<file path="src/rtl/ball_motion_sched.sv">
// Per-frame ball animator: steps a 10.6 position by the velocity, bounces it off the edges, and writes four bytes to the peripheral.
// Output is registered (CALC + 4 writes, one per cycle). Host writes are stalled by host_waitrequest while a burst runs or is pending.
module ball_motion_sched #(
  parameter int          HRES   = 640,
  parameter int          VRES   = 480,
  parameter int          RADIUS = 16,
  parameter logic [15:0] X_INIT = 16'h5000,
  parameter logic [15:0] Y_INIT = 16'h3C00
) (
  input  logic       clk,
  input  logic       reset,
  input  logic       frame_tick,
  input  logic [7:0] cfg_vx,
  input  logic [7:0] cfg_vy,
  input  logic       cfg_load,
  input  logic       host_chipselect,
  input  logic       host_write,
  input  logic [2:0] host_address,
  input  logic [7:0] host_writedata,
  output logic       host_waitrequest,
  output logic       chipselect,
  output logic       write,
  output logic [2:0] address,
  output logic [7:0] writedata,
  output logic       busy,
  output logic [7:0] overrun_cnt
);

  localparam logic [15:0] XMIN = 16'(RADIUS * 64);
  localparam logic [15:0] XMAX = 16'((HRES - 1 - RADIUS) * 64);
  localparam logic [15:0] YMIN = 16'(RADIUS * 64);
  localparam logic [15:0] YMAX = 16'((VRES - 1 - RADIUS) * 64);

  typedef enum logic [2:0] {IDLE, CALC, WR_XH, WR_XL, WR_YH, WR_YL} state_t;

  state_t      state, state_nxt;
  logic        enable, tick_pending;
  logic [15:0] x, y, x_calc, y_calc;
  logic [7:0]  vx, vy, vx_calc, vy_calc;
  logic signed [17:0] nx, ny;
  logic        host_acc;
  logic        cs_nxt, wr_nxt;
  logic [2:0]  addr_nxt;
  logic [7:0]  data_nxt;

  // Negating -128 would overflow, so it clamps to +127.
  function automatic logic [7:0] neg8(input logic [7:0] v);
    return (v == 8'h80) ? 8'h7F : 8'(-v);
  endfunction

  assign busy             = (state != IDLE);
  assign host_waitrequest = busy | tick_pending;
  assign host_acc         = host_chipselect & host_write & ~host_waitrequest;

  always_comb begin
    nx      = $signed({2'b00, x}) + $signed({{10{vx[7]}}, vx});
    ny      = $signed({2'b00, y}) + $signed({{10{vy[7]}}, vy});
    x_calc  = nx[15:0];
    vx_calc = vx;
    y_calc  = ny[15:0];
    vy_calc = vy;
    if (nx < $signed({2'b00, XMIN})) begin
      x_calc  = XMIN;
      vx_calc = neg8(vx);
    end else if (nx > $signed({2'b00, XMAX})) begin
      x_calc  = XMAX;
      vx_calc = neg8(vx);
    end
    if (ny < $signed({2'b00, YMIN})) begin
      y_calc  = YMIN;
      vy_calc = neg8(vy);
    end else if (ny > $signed({2'b00, YMAX})) begin
      y_calc  = YMAX;
      vy_calc = neg8(vy);
    end
  end

  always_ff @(posedge clk or posedge reset) begin
    if (reset) state <= IDLE;
    else       state <= state_nxt;
  end

  // Peripheral outputs are registered, so each state's data is prepared one cycle ahead.
  always_comb begin
    state_nxt = state;
    cs_nxt    = 1'b0;
    wr_nxt    = 1'b0;
    addr_nxt  = 3'd0;
    data_nxt  = 8'h00;
    case (state)
      IDLE: begin
        if (tick_pending || (enable && frame_tick)) state_nxt = CALC;
        if (host_acc && host_address != 3'd3) begin
          cs_nxt   = 1'b1;
          wr_nxt   = 1'b1;
          addr_nxt = host_address;
          data_nxt = host_writedata;
        end
      end
      CALC: begin
        state_nxt = WR_XH;
        {cs_nxt, wr_nxt, addr_nxt, data_nxt} = {2'b11, 3'd4, x_calc[15:8]};
      end
      WR_XH: begin
        state_nxt = WR_XL;
        {cs_nxt, wr_nxt, addr_nxt, data_nxt} = {2'b11, 3'd5, x[7:0]};
      end
      WR_XL: begin
        state_nxt = WR_YH;
        {cs_nxt, wr_nxt, addr_nxt, data_nxt} = {2'b11, 3'd6, y[15:8]};
      end
      WR_YH: begin
        state_nxt = WR_YL;
        {cs_nxt, wr_nxt, addr_nxt, data_nxt} = {2'b11, 3'd7, y[7:0]};
      end
      default: state_nxt = IDLE;
    endcase
  end

  always_ff @(posedge clk or posedge reset) begin
    if (reset) begin
      chipselect   <= 1'b0;
      write        <= 1'b0;
      address      <= 3'd0;
      writedata    <= 8'h00;
      enable       <= 1'b0;
      tick_pending <= 1'b0;
      overrun_cnt  <= 8'h00;
      x            <= X_INIT;
      y            <= Y_INIT;
      vx           <= 8'h00;
      vy           <= 8'h00;
    end else begin
      chipselect <= cs_nxt;
      write      <= wr_nxt;
      address    <= addr_nxt;
      writedata  <= data_nxt;

      if (host_acc && host_address == 3'd3) enable <= host_writedata[0];
      if (host_acc && host_address[2]) begin
        case (host_address[1:0])
          2'd0:    x[15:8] <= host_writedata;
          2'd1:    x[7:0]  <= host_writedata;
          2'd2:    y[15:8] <= host_writedata;
          default: y[7:0]  <= host_writedata;
        endcase
      end

      if (state == CALC) begin
        x  <= x_calc;
        y  <= y_calc;
        vx <= vx_calc;
        vy <= vy_calc;
      end
      if (cfg_load) begin
        vx <= cfg_vx;
        vy <= cfg_vy;
      end

      // At most one tick is queued; every tick that cannot start a burst counts as an overrun.
      if (enable && frame_tick && (busy || tick_pending)) begin
        tick_pending <= 1'b1;
        if (overrun_cnt != 8'hFF) overrun_cnt <= overrun_cnt + 8'd1;
      end else if (state == IDLE && tick_pending) begin
        tick_pending <= 1'b0;
      end
    end
  end

endmodule

</file>
<file path="config.mk">
export PLATFORM = sky130hd
export DESIGN_NAME = ball_motion_sched
export DESIGN_NICKNAME = d
export VERILOG_FILES = /design/src/rtl/ball_motion_sched.sv
export SDC_FILE = /design/constraint.sdc
export NUM_CORES = 1
export LEC_CHECK = 0
export CAP_MARGIN = 20
export CORE_UTILIZATION = 65
export CTS_BUF_LIST = sky130_fd_sc_hd__clkbuf_4
export DETAILED_ROUTE_END_ITERATION = 10
export PLACE_DENSITY = 0.94
export SETUP_SLACK_MARGIN = 0.3
export SLEW_MARGIN = 20
export SYNTH_ARGS = -nofsm -noshare
export SYNTH_HDL_FRONTEND = slang
export SYNTH_SLANG_ARGS = --single-unit
</file>
<file path="constraint.sdc">
create_clock -name clk -period 7 [get_ports clk]
set_input_delay 2.1 -clock clk [delete_from_list [all_inputs] [get_ports clk]]
set_output_delay 2.1 -clock clk [all_outputs]
set_load 0.1 [all_outputs]
</file>
==> impl_metrics.toml <==
[layout]
drive_gt1_frac = 0.0916
post-route-util = 0.754
nets = 853
final_cell_area_sq_mm = 0.00707
diodes = 0
fin_cells = 915
syn2layout_area_growth_pct = 10.8

[synth]
ys_top_cells_by_count = "nor2_1 (79), dfrtp_1 (67), nand2_1 (62), o21ai_0 (41)"
syn-mean-instance-area_sq_um = 8.52
syn_inst = 749
postSynthNetCount = 821
yosysTopAreaCellShare = 0.263
ys_seq_area_frac = 0.288
synthArstFlopShare = 1.00
yosys-top-cells-area = "dfrtp_1 (26%), ha_1 (7.3%), nor2_1 (4.6%)"
yosys_warnings = 0
yosysUniqueCellTypes = 96
synth-edff-count = 0
ys_seq_elements = 73
yosys.area.top_type = "dfrtp_1"
syn_area_sq_mm = 0.00638
post-synth-top-count-cell = "nor2_1"
ys.flop_type = "dfrtp_1"

[setup_path]
cp_max_fo = 16
crit_family = "buffers and inverters"
critical_path_arrival_ns = 2.74
crit_cells = 4
reg2regPathDepth = 10
cp.required_ns = 4.90
worstSetupStartpointType = "flip-flop"
crit_type = "flip-flop to output pin"
slowest_delay_ns = 0.96
path_buf_inv = 2
critPathCaptureType = "output pin"
crit_chain = "or3_1 -> nor2_1 -> inv_1 -> clkdlybuf4s50_1"
critPathSlowestCell = "clkdlybuf4s50_1"

[die]
die-height_microns = 101
fp.coreArea_sq_mm = 0.00937
start_util = 0.681
die_x_microns = 101
rows = 35
die_area_sq_mm = 0.0102
num_io_pins = 56

[route]
m1WireLength_mm = 7.52
met2_length_mm = 8.39
drtPass1Iterations = 6
ant_nets = 0
drt-initial-drc-count = 679
avgViaCountPerCell = 6.98
met3_length_mm = 1.80
via_count = 6387
routed.top_layer = "met4"
drc = 0
detail_route.wl_per_cell_microns = 19.8
wl_mm = 18.2

[run_status]
outcome = "finished, final reports clean"

[place]
postPlaceCellArea_sq_mm = 0.00693
portBuffers = 55
dp.cells = 898
place.gp.congestion = 0.945
detailed_place_hpwl_mm = 13.7

[timing]
finalHoldViolations = 0
finClkSkew_ns = 0.0154
tns_ns = 0
rsz0062_at_grt = "false"
slew_headroom = 0.299
fin_crit_ns = 4.84
slew_viol_final = 0
fmax_mhz = 207
max_slew.worst_pin.slew_ns = 1.05
fin_crit_sh = 0.692
setup_viol = 0

[grt]
grt_antenna_before_repair = 0
grt_pass1_wl_mm = 29.0
gr-total-overflow = 0
grt_max_degree = 74
grt_pass1_vias = 5898
grt.total_usage = 0.363

[clock_tree]
root_buffer = "clkbuf_4"
cts.hold.buffers_added = 0
cts_buffers = 9
cts_tree = "built"
cts.repair.resized = 0
path_clk_slew_ns = 0.11
clockBufferDepth = 2
cts_setup_buffers = 0
cts_max_level = 3
clock_sink_count = 73
clk_latency_ns = 0.42

[worst_hold_path]
hp-class = "flip-flop to flip-flop"
holdPathStages = 1

[run]
drv_cap = 0
-- sequential cells by signal, indices dropped and copies added (netlist names) --
| register | flops |
|---|---|
| address | 3 |
| enable | 1 |
| overrun_cnt | 8 |
| state | 3 |
| tick_pending | 1 |
| vx | 8 |
| vy | 8 |
| write | 1 |
| writedata | 8 |
| x | 16 |
| y | 16 |
-- cell families after synthesis --
logic type,synth area share
and+or+nand+nor,0.210
muxes,0.0220
AOI/OAI and AO/OA,0.317
adders and majority gates,0.0804
buffers and inverters,0.0455
DFF,0.288
xor gates and xnor gates,0.0369
-- cell usage in the layout, fill, tap and decap left out, types with 6 or more instances in the layout --
cell	count
a211o_1	6
dfrtp_1	67
or3_1	14
a221o_1	11
ha_1	37
o21ai_1	7
o21ai_0	41
mux2_2	8
nand2_1	62
o211a_1	6
clkbuf_4	12
dfstp_2	6
a211oi_1	17
and3_1	6
xor2_1	6
xnor2_1	19
o2111ai_1	7
nand2b_1	9
nand4_1	8
and2_1	9
o221ai_1	6
nor2_1	79
o21a_1	7
a21oi_1	36
clkdlybuf4s50_1	55
nand3_1	19
o211ai_1	7
inv_1	28
a21o_1	23
nor3_1	25
-- worst paths after layout --
kind	startpoint	to	slack, ns
hold reg to reg	overrun_cnt[4]	overrun_cnt[4]	0.51
setup / recovery	state[0]	host_waitrequest	2.16
max in group asynchronous	reset	vy[4]	4.10
min in group asynchronous	reset	address[2]	2.28
setup reg to reg	vx[7]	writedata[6]	2.94
hold / removal	overrun_cnt[4]	overrun_cnt[4]	0.51
-- through the flow --
step	hold slack [ns]	setup slack, ns
after detailed placement	0.491	2.32
final	0.509	2.16
after CTS	0.513	2.15
after global placement	0.481	2.50
after global routing	0.523	2.05
after floorplan	0.479	2.76
-- routing by layer --
layer | track usage | vias up
li1 | - | 2917
met3 | 0.0700 | 55
met1 | 0.494 | 3001
met5 | 0 | -
met4 | 0.110 | 0
met2 | 0.585 | 414
-- area by class of cell --
class	instances	area (sq um)
inverter	31	116
clock inverter	4	43.8
tap	129	161
timing repair buffer	57	566
fill	674	2300
clock buffer	12	90.1
sequential	73	1830
multi-input combinational	609	4260
Power is left out: the tool's default activity adds up to more than one toggle a clock period on the data nets, which glitch-free logic cannot reach.
